`src/rtl/mem_arbiter.sv`:
```
// mem_arbiter: shares one physical-memory line port between the I-cache and D-cache; define MEM_ARB_RR_EN for round-robin on simultaneous requests
module mem_arbiter #(
    parameter int ADDR_W = 32,
    parameter int LINE_W = 256
) (
    input  logic              clk,
    input  logic              rst,
    input  logic              instr_read_i,
    input  logic [ADDR_W-1:0] instr_addr_i,
    input  logic              data_read_i,
    input  logic              data_write_i,
    input  logic [ADDR_W-1:0] data_addr_i,
    input  logic [LINE_W-1:0] data_wdata_i,
    output logic              instr_mem_resp_o,
    output logic [LINE_W-1:0] instr_rdata_o,
    output logic              data_mem_resp_o,
    output logic [LINE_W-1:0] data_rdata_o,
    output logic              pmem_read_o,
    output logic              pmem_write_o,
    output logic [ADDR_W-1:0] pmem_addr_o,
    output logic [LINE_W-1:0] pmem_wdata_o,
    input  logic [LINE_W-1:0] pmem_rdata_i,
    input  logic              pmem_resp_i
);
    typedef enum logic [1:0] {IDLE, SERVE_I, SERVE_D} state_t;
    state_t state, state_n;
    logic              op_write;
    logic [ADDR_W-1:0] addr_q;
    logic [LINE_W-1:0] wdata_q;
    logic              data_req, grant_d, grant_i;
    assign data_req = data_read_i | data_write_i;
`ifdef MEM_ARB_RR_EN
    logic last_d;
    assign grant_d = data_req & ~(instr_read_i & last_d);
    // remember the last winner so the other port takes the next tie; reset lets data win first
    always_ff @(posedge clk or posedge rst)
        if (rst) last_d <= 1'b0;
        else if (state == IDLE && (grant_d | grant_i)) last_d <= grant_d;
`else
    assign grant_d = data_req;
`endif
    assign grant_i = instr_read_i & ~grant_d;
    // state register
    always_ff @(posedge clk or posedge rst)
        if (rst) state <= IDLE;
        else state <= state_n;
    // capture the granted request so later input changes cannot disturb the transaction
    always_ff @(posedge clk or posedge rst)
        if (rst) begin
            addr_q   <= '0;
            wdata_q  <= '0;
            op_write <= 1'b0;
        end else if (state == IDLE && grant_d) begin
            addr_q   <= data_addr_i;
            wdata_q  <= data_wdata_i;
            op_write <= data_write_i;
        end else if (state == IDLE && grant_i) begin
            addr_q   <= instr_addr_i;
            wdata_q  <= '0;
            op_write <= 1'b0;
        end
    // grant from IDLE, then stay until memory completes; illegal encodings fall back to IDLE
    always_comb begin
        state_n = IDLE;
        if (state == IDLE) state_n = grant_d ? SERVE_D : grant_i ? SERVE_I : IDLE;
        else if (state == SERVE_I || state == SERVE_D) state_n = pmem_resp_i ? IDLE : state;
    end
    assign pmem_read_o      = state == SERVE_I || (state == SERVE_D && !op_write);
    assign pmem_write_o     = state == SERVE_D && op_write;
    assign pmem_addr_o      = addr_q;
    assign pmem_wdata_o     = wdata_q;
    assign instr_mem_resp_o = state == SERVE_I && pmem_resp_i;
    assign data_mem_resp_o  = state == SERVE_D && pmem_resp_i;
    assign instr_rdata_o    = instr_mem_resp_o ? pmem_rdata_i : '0;
    assign data_rdata_o     = data_mem_resp_o ? pmem_rdata_i : '0;
endmodule

```
`config.mk`:
```
export PLATFORM = sky130hd
export DESIGN_NAME = mem_arbiter
export DESIGN_NICKNAME = d
export VERILOG_FILES = /design/src/rtl/mem_arbiter.sv
export SDC_FILE = /design/constraint.sdc
export NUM_CORES = 1
export LEC_CHECK = 0
export ABC_CLOCK_PERIOD_IN_PS = 10750
export CELL_PAD_IN_SITES_DETAIL_PLACEMENT = 0
export CELL_PAD_IN_SITES_GLOBAL_PLACEMENT = 1
export CORE_AREA = 4 4 538 540
export DETAILED_ROUTE_END_ITERATION = 16
export DIE_AREA = 0 0 542 544
export PLACE_DENSITY = 0.3
export SETUP_SLACK_MARGIN = 0.15
export SYNTH_ARGS = -nofsm -noshare
export SYNTH_HDL_FRONTEND = slang
export SYNTH_SLANG_ARGS = --single-unit
```
`constraint.sdc`:
```
create_clock -name clk -period 10.75 [get_ports clk]
set_input_delay 1.6125 -clock clk [delete_from_list [all_inputs] [get_ports clk]]
set_output_delay 1.6125 -clock clk [all_outputs]
set_load 0.01 [all_outputs]
```
### Yosys cells after proc, flatten, opt, wreduce, memory -nomap -nowiden

Cells that the tools add are included.

| storage, ports and cells | value |
|---|---|
| flip-flop bits (word level) | 291 |
| bits in writable memories | 0 |
| bits in latches | 0 |
| ROM bits | 0 |
| memories | 0 |
| output and inout bits | 804 |
| input bits | 582 |

| cells by class | value |
|---|---|
| equality and inequality tests | 3 |
| multipliers | 0 |
| reductions and logical operators | 11 |
| bitwise gates (word level) | 3 |
| order comparisons | 0 |
| multiplexer cells | 13 |
| add/subtract/negate cells | 0 |
| div/mod/pow operators | 0 |
| shifts and indexed selects | 0 |

Operator list:

| cell | count |
|---|---|
| 2-to-1 mux 256 bit | 4 |
| 2-to-1 mux 32 bit | 2 |
| 2-to-1 mux 2 bit | 4 |
| logical AND 1 bit | 6 |
| 2-to-1 mux 1 bit | 3 |
| inequality test 3 bit, second input constant | 1 |
| == test 2 x 1 -> 1 bit, second input constant | 1 |
| == test 2 bit, second input constant | 1 |
| zero test 2 bit | 1 |
| logical OR 1 bit | 2 |
| nonzero test 2 bit | 1 |
| bitwise AND 1 bit | 1 |
| zero test 1 bit | 1 |
| inverter 1 bit | 1 |
| bitwise OR 1 bit | 1 |

### Longest topological paths before layout

Gate-level depths: netlist of the first run.

| depth | value |
|---|---|
| depth after elaboration | 6 |
| mapped depth | 7 |

### Least setup slack after synthesis of the first run

OpenSTA, ideal clock, no wires.

| timing | value |
|---|---|
| path type | input-to-output |
| start point | input port pmem_resp_i |
| end point | output port data_rdata_o[100] |
| slack | 6690 ps |
| data arrival time | 2448 ps |
| data required time | 9137 ps |
| stages | 4 |
| cells stage by stage | buf_2 -> clkbuf_1 -> clkbuf_1 -> and3_1 |

| between the ends | value |
|---|---|
| word-level cells in the longest chain between the ends | 2 |

RTL lines:

| what | RTL line | RTL |
|---|---|---|
| from (decl) | 23 | `input logic pmem_resp_i` |
| logical AND 1 bit | 73 | `assign data_mem_resp_o = state == SERVE_D && pmem_resp_i;` |
| 2-to-1 mux 256 bit | 75 | `assign data_rdata_o = data_mem_resp_o ? pmem_rdata_i : '0;` |
| to (decl) | 17 | `output logic [LINE_W-1:0] data_rdata_o,` |

No other way between the ends.

### Final worst setup path of the first run

| timing | value |
|---|---|
| start point | input port pmem_resp_i |
| end point | output port data_rdata_o[128] |

Same word-level chain as after synthesis.

==> results of run 1 <==
## cell usage in the layout (no fill, tap or decap), types with 2 or more instances in the layout
cell type,Yosys,routed
bufinv_16,0,2
ha_1,4,2
a21o_1,3,3
and2_1,3,3
inv_1,100,99
buf_12,0,4
diode_2,0,35
and3_1,512,512
a22o_1,257,257
buf_4,25,17
clkinvlp_4,0,2
dfrtp_1,291,291
clkbuf_16,0,44
a222oi_1,32,32
clkdlybuf4s50_1,0,1384
clkbuf_8,0,10
clkinv_2,0,7
clkbuf_1,114,12
ha_4,0,2
## flip-flops by register name, summed over array words and instances, names as in the netlist
register,count
pmem_wdata_o,256
pmem_addr_o,32
op_write,1
state,2
## layer usage
layer  vias to the layer above  track usage, %  wire (um)
met5                         -               0        492
met4                        72            3.08       6420
met3                       437            7.67      27200
met2                      1348            27.0     116000
met1                      9162            16.2      86400
li1                       7765               -          -
## critical path, cell delays in order
cell and delay [ns]:
buf_8 0.41, buf_12 0.52, buf_4 0.55, and3_1 0.24, clkdlybuf4s50_1 0.54
## cell type report
type                    instances  area share, %
well taps                    3762           13.9
clock buffers                  66           3.78
flip-flops and latches        291           21.5
diodes                         35          0.258
repair buffers               1406           41.5
multi-input cells             815           17.6
inverters                     100           1.13
clock inverters                13          0.472
## power by group
part           internal [uW]  switching [uW]  total, uW
registers               1610             352       1970
clock network            876             655       1530
logic                   1850            2630       4480
total                   4340            3640       7980
## cells by family (layout without fill, tap and decap cells)
family,count (synthesis),after routing,share of synthesized area [%]
AO/OA/AOI/OAI,294,294,18.1
adder cells (fa/ha/maj),4,4,0.347
buffers and inverters,282,1585,8.50
flip-flops,291,291,50.6
other,0,35,0
AND/OR/NAND/NOR,517,517,22.5
## path summary, 6_finish.rpt
check | start | endpoint | slack [ns] | cells after the start
setup / recovery | pmem_resp_i | data_rdata_o[128] | 4.59 | 5
max in group asynchronous | rst | pmem_wdata_o[209] | 7.25 | 4
hold reg to reg | pmem_wdata_o[136] | pmem_wdata_o[136] | 0.50 | 1
hold / removal | pmem_wdata_o[136] | pmem_wdata_o[136] | 0.50 | 1
setup reg to reg | state[1] | pmem_wdata_o[5] | 7.11 | 6
min in group asynchronous | rst | pmem_wdata_o[103] | 1.49 | 2
## through the flow
step                util, %  instances  worst slack, ns  total power (uW)
floorplan                 -       1388             1.10              3340
detailed placement     11.4       6374             4.76              6650
CTS                    11.9       6453             4.76              8300
global placement       11.4       6374             4.83              6670
finish                 11.9       6488             4.59              7980
global route           11.9       6467             4.54              8530
==> metrics.yaml, run 1 <==
outcome: "finished clean"
overflow: 0
boundaryPins: 1386
cts.clk_slew.worst_paths_ns: 0.06
htree_levels: 2
antenna_found_initial: 228
die_h_um: 544
antenna_left: 0
tritoncts: "done"
required_ns: 9.14
place.gp.congestion: 0.874
dr.pass1.iters: 5
fin_hold_ws_ns: 0.499
cts-root-buf: "clkbuf_16"
first_global_vias: 18800
power.density_nw_per_um2: 235
dpl.hpwl_mm: 207
synthesis.nets: 1974
hold_violations: 0
drtIter0Drc: 1263
worstSetupEndpointType: "output pin"
yosys.cell_types.count: 16
synth.top_cells.by_count: "and3_1, dfrtp_1, a22o_1"
hp-class: "flop to flop"
drive_gt1_share_pct: 3.53
grt_max_degree: 263
yosys_most_used_dff: "dfrtp_1"
fin_crit_ns: 6.16
clock-sinks: 291
ys_warn_count: 0
die_x_um: 542
core.rowCount: 196
leakagePower_uw: 0.0143
io_buffers: 1385
core_area_um2: 284000
worst_slew_pin_slew_ns: 1.33
ys_seq_area_share_pct: 50.6
path_class: "input pin to output pin"
wirelength_mm: 236
synth_edf_count: 0
register_area_um2: 7280
fill_cells: 32500
routed-via-count: 18800
max_freq_mhz: 162
yosys-top-cells-area: "dfrtp_1, and3_1, a22o_1, clkbuf_1, inv_1"
routedWlPerCell_um: 36.4
yosysTopAreaCellShare_pct: 50.6
worst_slew_margin_rel_pct: 11.5
cp_max_fo: 262
synth_cells: 1388
setup_tns_ns: 0
grt_pass1_wl_mm: 280
skew_ns: 0.0238
synth_top_area_cell: "dfrtp_1"
cp-start-kind: "input pin"
clock_latency_ns: 0.64
post_dp_cell_area_um2: 32400
clockBufferDepth: 3
final.period_utilization_pct: 57.3
postCtsSetupBuffers: 0
initial_core_util_pct: 5.06
ctsResizeCount: 0
rsz0062_at_grt: "no"
fin_area_um2: 33900
viasPerCell: 2.90
yosysMostFrequentCell: "and3_1"
numCtsBuffers: 44
drc_errors: 0
cap_violations: 0
synth-seq-cells: 291
multi_input_area_um2: 5960
track_usage_pct: 15.2
synthArstFlopShare_pct: 100
peakVddDrop_mv: 0.143
holdBufCountCts: 0
area.growth.synth_to_final_pct: 136
drv_slew: 0
num-nets-final: 3244
cp.arrival_ns: 4.55
syn_avg_cell_area_um2: 10.4
finalSetupViolations: 0
dieArea_um2: 295000
synth_area_um2: 14400
No activity file was read; power rests on OpenSTA's default activity.
==> inputs of run 2 (changes only) <==
--- a/config.mk
+++ b/config.mk
@@ -5,7 +5,7 @@
 export SDC_FILE = /design/constraint.sdc
 export NUM_CORES = 1
 export LEC_CHECK = 0
-export ABC_CLOCK_PERIOD_IN_PS = 10750
+export ABC_CLOCK_PERIOD_IN_PS = 5900
 export CELL_PAD_IN_SITES_DETAIL_PLACEMENT = 0
 export CELL_PAD_IN_SITES_GLOBAL_PLACEMENT = 1
 export CORE_AREA = 4 4 538 540
==> constraint.sdc (replaced) <==
create_clock -name clk -period 5.9 [get_ports clk]
set_input_delay 0.885 -clock clk [delete_from_list [all_inputs] [get_ports clk]]
set_output_delay 0.885 -clock clk [all_outputs]
set_load 0.01 [all_outputs]
==> metrics.yaml, run 2 (synthesis results as in run 1) <==
outcome: "finished clean"
first_global_vias: 19100
track_usage_pct: 15.2
overflow: 0
finalSetupViolations: 0
cap_violations: 0
postCtsSetupBuffers: 0
drv_slew: 0
numCtsBuffers: 49
drive_gt1_share_pct: 4.39
post_dp_cell_area_um2: 32600
leakagePower_uw: 0.0144
fin_crit_ns: 5.21
antenna_left: 0
hold_violations: 0
place.gp.congestion: 0.853
peakVddDrop_mv: 0.240
clock-sinks: 291
rsz0062_at_grt: "no"
area.growth.synth_to_final_pct: 138
num-nets-final: 3262
core.rowCount: 196
viasPerCell: 2.90
hp-class: "flop to flop"
cp.arrival_ns: 4.33
antenna_found_initial: 242
boundaryPins: 1386
path_class: "flop to output pin"
final.period_utilization_pct: 88.3
final_common_cell: "clkdlybuf4s50_1"
die_x_um: 542
htree_levels: 2
power.density_nw_per_um2: 431
required_ns: 5.02
drc_errors: 0
skew_ns: 0.0557
dr.pass1.iters: 6
clockBufferDepth: 3
setup_tns_ns: 0
grt_pass1_wl_mm: 279
mostFrequentLayoutCells: "clkdlybuf4s50_1, and3_1, dfrtp_1"
fill_cells: 32500
io_buffers: 1385
initial_core_util_pct: 5.06
tritoncts: "done"
worstSetupEndpointType: "output pin"
ctsResizeCount: 0
max_stage_delay_ns: 0.88
cp-start-kind: "flop"
largest_reg_flops: 256
max_freq_mhz: 192
dieArea_um2: 295000
holdBufCountCts: 0
routedWlPerCell_um: 36.0
routed-via-count: 19000
core_area_um2: 284000
fin_area_um2: 34300
grt_max_degree: 122
clock_latency_ns: 0.68
critPathSlowestCell: "ha_4"
worst_slew_margin_rel_pct: 18.0
cp_max_fo: 82
cts.clk_slew.worst_paths_ns: 0.05
wirelength_mm: 235
drtIter0Drc: 1442
die_h_um: 544
dpl.hpwl_mm: 205
crit_chain: "inv_1 -> ha_4 -> buf_4 -> and3_1 -> clkdlybuf4s50_1"
worst_slew_pin_slew_ns: 1.23
cts-root-buf: "clkbuf_16"
run 2: per-stage QoR:
step / setup slack, ns / hold slack [ns] / util [%] / power, uW / instances
2_1_floorplan: 1.15 / 0.476 / - / 6090 / 1388
3_3_place_gp: 1.19 / 0.482 / 11.5 / 12200 / 6387
3_5_place_dp: 1.22 / 0.482 / 11.5 / 12200 / 6387
4_1_cts: 0.409 / 0.502 / 12.0 / 15400 / 6475
5_1_grt: 0.524 / 0.511 / 12.0 / 15800 / 6484
6_report: 0.688 / 0.497 / 12.1 / 14800 / 6526
run 2: area by class of cell:
class / instances / area (um^2) / area share (%)
Timing Repair Buffer: 1419 / 14300 / 41.6
Clock inverter: 18 / 168 / 0.488
Clock buffer: 70 / 1420 / 4.12
Antenna cell: 51 / 128 / 0.372
Inverter: 100 / 379 / 1.10
Multi-Input combinational cell: 815 / 5960 / 17.4
Tap cell: 3762 / 4710 / 13.7
Sequential cell: 291 / 7280 / 21.2
run 2: power by group:
part	internal [uW]	switching (uW)	leakage, uW
logic	3450	4830	0.0101
clock network	1680	1310	0.000779
registers	2940	615	0.00357
total	8070	6750	0.0144
run 2: path summary, 6_finish.rpt:
check	start	endpoint	slack, ns	depth (start not counted)
setup / recovery	state[1]	instr_rdata_o[32]	0.69	5
hold / removal	pmem_wdata_o[114]	pmem_wdata_o[114]	0.50	1
setup reg to reg	state[0]	pmem_wdata_o[199]	3.49	5
hold reg to reg	pmem_wdata_o[114]	pmem_wdata_o[114]	0.50	1
max in group asynchronous	rst	pmem_wdata_o[201]	3.96	3
min in group asynchronous	rst	pmem_wdata_o[241]	0.62	2
run 2: routing by layer:
layer	wire length, um	up-vias	track usage (%)
met5	413	-	0
met2	115000	1358	26.8
met1	84000	9269	16.1
met4	4870	66	2.24
met3	30700	434	8.40
li1	-	7827	-
run 2: worst max-delay path: cells and delay by family (launching register included):
kind | cells | cell delay (ns)
fa+ha+maj | 1 | 0.88
buf+inv | 3 | 1.42
flops | 1 | 0.41
simple gates | 1 | 0.83
